`src/rtl/sample_frame_assembler.sv`:
```
// Packs little-endian USB FIFO bytes into multi-channel audio frames
// for the I2S transmitter, with per-frame size/justify/sign config.
module sample_frame_assembler #(
  parameter int N_CHANNELS = 2,
  parameter int MAX_BYTES  = 4,
  parameter int OUT_WIDTH  = 32
) (
  input  logic                           clk,
  input  logic                           rst,
  input  logic [7:0]                     in_data,
  input  logic                           in_valid,
  output logic                           in_ready,
  input  logic [1:0]                     sample_size,
  input  logic                           justify,
  input  logic                           sign_ext,
  input  logic                           flush,
  output logic [N_CHANNELS*OUT_WIDTH-1:0] out_data,
  output logic                           out_valid,
  input  logic                           out_ready,
  output logic                           cfg_error
);

  localparam int BW = 8 * MAX_BYTES;
  localparam logic [1:0] MAX_M1 = 2'(MAX_BYTES - 1);
  localparam logic [2:0] LAST_CH = 3'(N_CHANNELS - 1);

  logic [1:0] byte_cnt;
  logic [2:0] ch_cnt;
  logic [1:0] size_q;
  logic       just_q;
  logic       sext_q;

  logic [BW-1:0] buf_q [N_CHANNELS];
  logic [BW-1:0] buf_d [N_CHANNELS];

  logic       first;
  logic       last;
  logic       accept;
  logic       bad_size;
  logic [1:0] size_raw;
  logic [1:0] size_eff;
  logic       just_eff;
  logic       sext_eff;

  logic [N_CHANNELS*OUT_WIDTH-1:0] frame;

  function automatic logic [OUT_WIDTH-1:0] fmt(
    input logic [BW-1:0] raw,
    input logic [1:0]    nbm1,
    input logic          just,
    input logic          sext
  );
    int w;
    logic [OUT_WIDTH-1:0] mask;
    logic [OUT_WIDTH-1:0] val;
    logic sign;
    w    = 8 * (int'(nbm1) + 1);
    mask = ~({OUT_WIDTH{1'b1}} << w);
    val  = OUT_WIDTH'(raw) & mask;
    // mask & ~(mask >> 1) isolates bit w-1
    sign = |(val & ~(mask >> 1));
    if (just)
      return val << (OUT_WIDTH - w);
    else if (sext && sign)
      return val | ~mask;
    else
      return val;
  endfunction

  // First byte of a frame uses live config; later bytes the latched copy
  always_comb begin
    first    = (byte_cnt == '0) && (ch_cnt == '0);
    size_raw = first ? sample_size : size_q;
    bad_size = size_raw > MAX_M1;
    size_eff = bad_size ? MAX_M1 : size_raw;
    just_eff = first ? justify : just_q;
    sext_eff = first ? sign_ext : sext_q;
    last     = (byte_cnt == size_eff) && (ch_cnt == LAST_CH);
    in_ready = !flush && !(last && out_valid && !out_ready);
    accept   = in_valid && in_ready;
  end

  always_comb begin
    frame = '0;
    for (int c = 0; c < N_CHANNELS; c++) begin
      buf_d[c] = buf_q[c];
      for (int j = 0; j < MAX_BYTES; j++) begin
        if (ch_cnt == 3'(c) && byte_cnt == 2'(j))
          buf_d[c][8*j +: 8] = in_data;
      end
      frame[c*OUT_WIDTH +: OUT_WIDTH] =
        fmt(buf_d[c], size_eff, just_eff, sext_eff);
    end
  end

  always_ff @(posedge clk or posedge rst) begin
    if (rst) begin
      byte_cnt  <= '0;
      ch_cnt    <= '0;
      size_q    <= '0;
      just_q    <= 1'b0;
      sext_q    <= 1'b0;
      cfg_error <= 1'b0;
      out_valid <= 1'b0;
      out_data  <= '0;
      for (int c = 0; c < N_CHANNELS; c++)
        buf_q[c] <= '0;
    end else begin
      if (flush) begin
        byte_cnt <= '0;
        ch_cnt   <= '0;
        for (int c = 0; c < N_CHANNELS; c++)
          buf_q[c] <= '0;
      end else if (accept) begin
        if (first) begin
          size_q <= size_eff;
          just_q <= justify;
          sext_q <= sign_ext;
          if (bad_size)
            cfg_error <= 1'b1;
        end
        if (last) begin
          byte_cnt <= '0;
          ch_cnt   <= '0;
          for (int c = 0; c < N_CHANNELS; c++)
            buf_q[c] <= '0;
        end else begin
          for (int c = 0; c < N_CHANNELS; c++)
            buf_q[c] <= buf_d[c];
          if (byte_cnt == size_eff) begin
            byte_cnt <= '0;
            ch_cnt   <= ch_cnt + 3'd1;
          end else begin
            byte_cnt <= byte_cnt + 2'd1;
          end
        end
      end

      if (accept && last) begin
        out_data  <= frame;
        out_valid <= 1'b1;
      end else if (out_ready) begin
        out_valid <= 1'b0;
      end
    end
  end

endmodule

```
`config.mk`:
```
export PLATFORM = sky130hd
export DESIGN_NAME = sample_frame_assembler
export DESIGN_NICKNAME = d
export VERILOG_FILES = /design/src/rtl/sample_frame_assembler.sv
export SDC_FILE = /design/constraint.sdc
export NUM_CORES = 1
export LEC_CHECK = 0
export BUFFER_PORTS_ARGS = -buffer_cell sky130_fd_sc_hd__buf_2
export CAP_MARGIN = 20
export CORE_MARGIN = 10
export CORE_UTILIZATION = 54
export CTS_CLUSTER_DIAMETER = 50
export DETAILED_ROUTE_END_ITERATION = 10
export PLACE_DENSITY = 0.77
export RECOVER_POWER = 25
export SKIP_LAST_GASP = 1
export SYNTH_ARGS = -nofsm -noshare
export SYNTH_HDL_FRONTEND = slang
export SYNTH_SLANG_ARGS = --single-unit
```
`constraint.sdc`:
```
create_clock -name clk -period 3.7 [get_ports clk]
set_input_delay 0.185 -clock clk [delete_from_list [all_inputs] [get_ports clk]]
set_output_delay 0.185 -clock clk [all_outputs]
set_load 0.02 [all_outputs]
```
# == Word level (Yosys, flattened, before mapping) ==
# Cells that the tools add are included.
# totals
input_bits,17
output_inout_bits,67
regBits,139
# op_classes
eq_ne,5
add_sub_neg,4
muxes,29
n_reduce_logical,30
shifts,3
order_cmp,1
n_bitwise,10
# ops
cell,count
$mux W64,3
$and A32 B32 Y32,4
$mux W32,4
$mux W8,8
$not A32 Y32,2
$or A32 B32 Y32,2
$reduce_or A32 Y1,2
$shl A32 B32 Y32,2
$not A31 Y32,1
$shl A32 B6 Y32 const A,1
$logic_and A1 B1 Y1,16
$mux W2,6
$mux W3,4
$sub A6 B6 Y7 const A,1
$eq A2 B2 Y1 const B,2
$mux W1,4
$reduce_and A2 Y1,2
$reduce_and A4 Y1,1
$reduce_bool A2 Y1,2
$add A2 B1 Y3 const B,1
$add A3 B1 Y3 const B,1
$eq A3 B1 Y1 const B,1
$logic_not A1 Y1,3
$logic_not A3 Y1,1
other kinds (8),8

# == Longest topological paths before layout ==
# logic_depth
word_depth,14
depth_mapped,13
depth_no_buf,8

# == Worst setup path before layout ==
# OpenSTA, ideal clock, no wires.
# synth_timing
path_kind,reg-to-reg
from,reg byte_cnt[0]
to,reg out_data[49]
n_path_buf,2
arrival_ps,2473
synth_period_minus_slack_ps,2599
path_stages_with_launch,11
setup_ps,126
slack_ps,1101
path_cell_list,dfrtp_1 inv_1 ha_1 buf_6 and4b_1 buf_2 a21o_1 a211oi_4 nor2b_2 o31a_4 a221o_1
# synth_via
elab_chain_cells,14
word_cells_on_any_way,40
classes_between,add/sub: 2; order compare: 1; eq/ne: 4; shift: 2; mux: 10; bitwise: 6; reduce/logical: 15
# synth_rtl
item,line,rtl
"start, declared",27,logic [1:0] byte_cnt;
"start signal, assigned",134,byte_cnt <= byte_cnt + 2'd1;
$logic_not A2 Y1,"72, 88",
$logic_and A1 B1 Y1,72,first = (byte_cnt == '0) && (ch_cnt == '0);
$mux W2,73,size_raw = first ? sample_size : size_q;
$gt A2 B2 Y1,74,bad_size = size_raw > MAX_M1;
$mux W2,75,size_eff = bad_size ? MAX_M1 : size_raw;
$add A2 B1 Y3,57,w = 8 * (int'(nbm1) + 1);
$shl A32 B6 Y32,58,mask = ~({OUT_WIDTH{1'b1}} << w);
$not A32 Y32,58,
$and A32 B32 Y32 / $not A31 Y32 (equally long branches),"59, 61",
$and A32 B32 Y32,61,sign = |(val & ~(mask >> 1));
$reduce_or A32 Y1,61,
$logic_and A1 B1 Y1,64,else if (sext && sign)
$mux W32,64,
$mux W32,62,if (just)
"end signal, assigned",140,out_data <= frame;
"end, declared",17,"output logic [N_CHANNELS*OUT_WIDTH-1:0] out_data,"
# Several ways; a longest one is shown, not always the timed one.
# A chain may end at the register's enable or synchronous reset.

# == Final worst setup path ==
# layout_timing
from,reg byte_cnt[0]
to,reg buf_q[28] in the netlist's numbering
# layout_via
elab_chain_cells,13
word_cells_on_any_way,19
classes_between,order compare: 1; eq/ne: 2; mux: 6; reduce/logical: 10
# layout_rtl
item,line,rtl
$logic_not A2 Y1,72,
$logic_and A1 B1 Y1,72,
$mux W2,73,
$gt A2 B2 Y1,74,
$mux W2,75,
$eq A2 B2 Y1,78,last = (byte_cnt == size_eff) && (ch_cnt == LAST_CH);
$logic_and A1 B1 Y1,78,
$logic_and A1 B1 Y1 (2 in a row),79,in_ready = !flush && !(last && out_valid && !out_ready);
$logic_not A1 Y1,79,
$logic_and A1 B1 Y1,79,
$logic_and A1 B1 Y1,80,accept = in_valid && in_ready;
$reduce_bool A2 Y1 (no line),--,
"end signal, assigned by index",129,buf_q[c] <= buf_d[c];
"end, declared",33,logic [BW-1:0] buf_q [N_CHANNELS];
# Several ways; a longest one is shown, not always the timed one. The select of a mux whose other input is x is not followed.

==> flow_metrics.env <==
export IMPL_status="complete, no violations"
export IMPL_start_util_pct=54.68
export IMPL_whs_endpoint="out_valid$_DFFE_PP0P_"
export IMPL_synthesis_nets=926
export IMPL_cap_violations=0
export IMPL_core_area_um2=15090
export IMPL_grt_pass1_vias=7345
export IMPL_fin_crit_sh_pct=90.19
export IMPL_setup_tns_ns=0
export IMPL_switching_power_mw=2.481
export IMPL_grt_start_max_net_pins=70
export IMPL_final_core_util_pct=62.05
export IMPL_grt_pass1_wl_um=40400
export IMPL_syn_area_per_cell_um2=9.148
export IMPL_reg2reg_to="buf_q[28]$_DFFE_PP0P_"
export IMPL_gp_congestion=0.9530
export IMPL_hpwl_um=17890
export IMPL_cp_required_ns=4.07
export IMPL_cp_max_fo=19
export IMPL_p_per_area_nw_per_um2=662.9
export IMPL_ir_worst_vdd_mv=0.3826
export IMPL_path_cells="inv_1 > ha_1 > nand3b_2 > o211a_1 > a2bb2oi_4 > a21boi_1 > a21o_1 > a22o_1"
export IMPL_syn_area_um2=8252
export IMPL_internal_power_mw=3.726
export IMPL_worst_pin_slew_ns=1.449
export IMPL_fmax_mhz=299.7
export IMPL_io_pins=84
export IMPL_num_vias=7584
export IMPL_maxSlewHeadroom_pct=2.897
export IMPL_mostFrequentLayoutCell="nand2_1"
export IMPL_yosysWarnings=0
export IMPL_cts_root_buf="clkbuf_16"
export IMPL_final_cell_mix="nand2_1, dfrtp_1, mux2i_1"
export IMPL_fin_crit_ns=3.337
export IMPL_p_clk_share_pct=29.3
export IMPL_seq_power_share_pct=31.8
export IMPL_wl_per_cell_um=22.01
export IMPL_clk_pin_slew_ns=0.06
export IMPL_r2r_slack_ns=0.36
export IMPL_dieWidth_um=143.6
export IMPL_combPwrFrac_pct=38.9
export IMPL_synth_edf_count=0
export IMPL_gr_usage_all_layers_pct=25.18
export IMPL_endpoint_kind="register"
export IMPL_async_reset_ff_share_pct=100.0
export IMPL_switching_share_pct=39.97
export IMPL_arrival_ns=3.71
export IMPL_rr_startpoint="byte_cnt[0]$_DFFE_PP0P_"
export IMPL_synth_seq_area_share_pct=41.85
export IMPL_cp_start_kind="register"
export IMPL_row_count=45
export IMPL_min_path_cells=3
export IMPL_worst_path_max_delay_cell="a21boi_1"
export IMPL_ys_types=77
export IMPL_ys_flop_type="dfrtp_1"
export IMPL_clockBufferDepth=2
export IMPL_finalClockSkew_ns=0.007281
export IMPL_final_antenna_net_count=0
export IMPL_drc=0
export IMPL_p_leak_nw=4.165
export IMPL_ys_ff_latch=138
export IMPL_worst_hold_path_type="in -> reg"
export IMPL_cts_max_level=4
export IMPL_antenna_found_initial=0
export IMPL_r2r_cells=8
export IMPL_rsz0062_at_grt="false"
export IMPL_antenna_cells=0
export IMPL_cpPeakStageDelay_ns=0.69
export IMPL_port_buffers=82
export IMPL_routed_wl_um=25570
export IMPL_cts_buffers=17
export IMPL_overflow=0
export IMPL_clock_latency_ns=0.44
export IMPL_nets=986
export IMPL_hold_viol=0
export IMPL_dr_pass1_iters=6
export IMPL_synthCells=902
export IMPL_path_class="reg -> reg"
export IMPL_die_area_um2=20630
export IMPL_postCtsSetupBuffers=0
export IMPL_finalSetupViolCount=0
export IMPL_nFillCells=1328
export IMPL_area_growth_syn_to_layout_pct=13.46
export IMPL_worstHoldStart="out_ready"
export IMPL_via_per_inst=6.527
export IMPL_report_final_slew_viol_count=0
export IMPL_drt_iter0_drc=961
export IMPL_fp_dieH_um=143.6
export IMPL_cts_tree="yes"
export IMPL_clkSinkCount=138
export IMPL_drive_gt1_share_pct=13.14
-- worst max path at each step --
stage / from / to / slack [ns] / cells after the start
after floorplan: byte_cnt[0]$_DFFE_PP0P_ / out_data[49]$_DFFE_PP0P_ / 1.10 / 10
after global placement: byte_cnt[0]$_DFFE_PP0P_ / buf_q[29]$_DFFE_PP0P_ / 0.58 / 8
after detailed placement: byte_cnt[0]$_DFFE_PP0P_ / buf_q[28]$_DFFE_PP0P_ / 0.47 / 8
after CTS: byte_cnt[0]$_DFFE_PP0P_ / buf_q[28]$_DFFE_PP0P_ / 0.44 / 8
after global routing: byte_cnt[0]$_DFFE_PP0P_ / buf_q[29]$_DFFE_PP0P_ / 0.23 / 8
final: byte_cnt[0]$_DFFE_PP0P_ / buf_q[28]$_DFFE_PP0P_ / 0.36 / 8
-- state kept, by name, indices dropped and copies added (netlist names) --
signal     cells
ch_cnt         3
buf_q         64
out_data      64
just_q         1
sext_q         1
byte_cnt       2
out_valid      1
size_q         2
-- area by class of cell --
| cell class | count | area (µm²) | share of cell area, % |
|---|---|---|---|
| multi-input cells | 669 | 4370 | 46.68 |
| flip-flops and latches | 138 | 3453 | 36.88 |
| repair buffers | 113 | 591.8 | 6.321 |
| clock buffers | 20 | 456.7 | 4.878 |
| well taps | 188 | 235.2 | 2.512 |
| clock inverters | 11 | 167.7 | 1.791 |
| inverters | 23 | 87.58 | 0.9355 |
-- critical path, delay by kind of cell (launching register included) --
| family | cells | cell delay (ns) |
|---|---|---|
| flip-flops | 1 | 0.47 |
| adder cells (fa/ha/maj) | 1 | 0.35 |
| AO/OA/AOI/OAI | 5 | 1.83 |
| AND/OR/NAND/NOR | 1 | 0.38 |
| buffers and inverters | 1 | 0.24 |
-- Yosys cell counts, types with 14 or more instances --
| library cell | number | share of area [%] |
|---|---|---|
| nand2_1 | 155 | 7.1 |
| dfrtp_1 | 138 | 42 |
| mux2i_1 | 77 | 9.3 |
| o21ai_0 | 66 | 4.0 |
| nor2_1 | 65 | 3.0 |
| o31ai_1 | 38 | 3.5 |
| o22ai_1 | 37 | 2.8 |
| clkbuf_1 | 30 | 1.4 |
| a21oi_1 | 28 | 1.7 |
| buf_2 | 25 | 1.5 |
| inv_1 | 23 | 1.0 |
| a22o_1 | 16 | 1.7 |
| nor3_1 | 14 | 0.85 |
-- metrics by stage --
step	instances	hold WS (ns)	setup slack, ns	area [µm²]	total power, mW
2_1_floorplan	902	0.3355	1.101	8255	3.670
3_3_place_gp	1130	0.3269	0.5762	8797	4.381
3_5_place_dp	1130	0.3305	0.4680	8797	4.413
4_1_cts	1162	0.03984	0.4445	9432	6.226
5_1_grt	1162	0.06545	0.2325	9363	6.489
6_report	1162	0.04109	0.3630	9363	6.206
-- logic make-up (layout without fill, tap and decap cells) --
kind of cell,count (synthesis),count (layout),share of synthesized area [%]
simple gates,291,291,15.63
xor+xnor,2,2,0.2123
buf+inv,95,167,5.519
flops,138,138,41.85
compound gates,277,277,23.85
fa+ha+maj,7,7,1.061
other cells,1,1,0.04545
mux,91,91,11.83
-- routing by layer --
metal,global-route usage [%],vias to the layer above,wire length [µm]
li1,-,3408,-
met1,30.78,3688,9906
met2,41.75,389,12330
met3,4.917,99,2124
met4,12.20,0,1209
met5,0,-,0
-- power by group through the flow --
stage               registers [mW]  logic [mW]  clock network, mW
floorplan                     2.22        1.45                  0
global placement              1.98        2.40                  0
detailed placement            1.99        2.42                  0
CTS                           1.96        2.44               1.82
global route                  2.01        2.59               1.90
finish                        1.97        2.41               1.82
-- timing repair --
action	CTS	global route
hold endpoints to repair	32	0
hold buffers	1	0
gates resized for setup	0	0
endpoints found under the setup margin	0	0
Power figures use the tool's default switching activity.
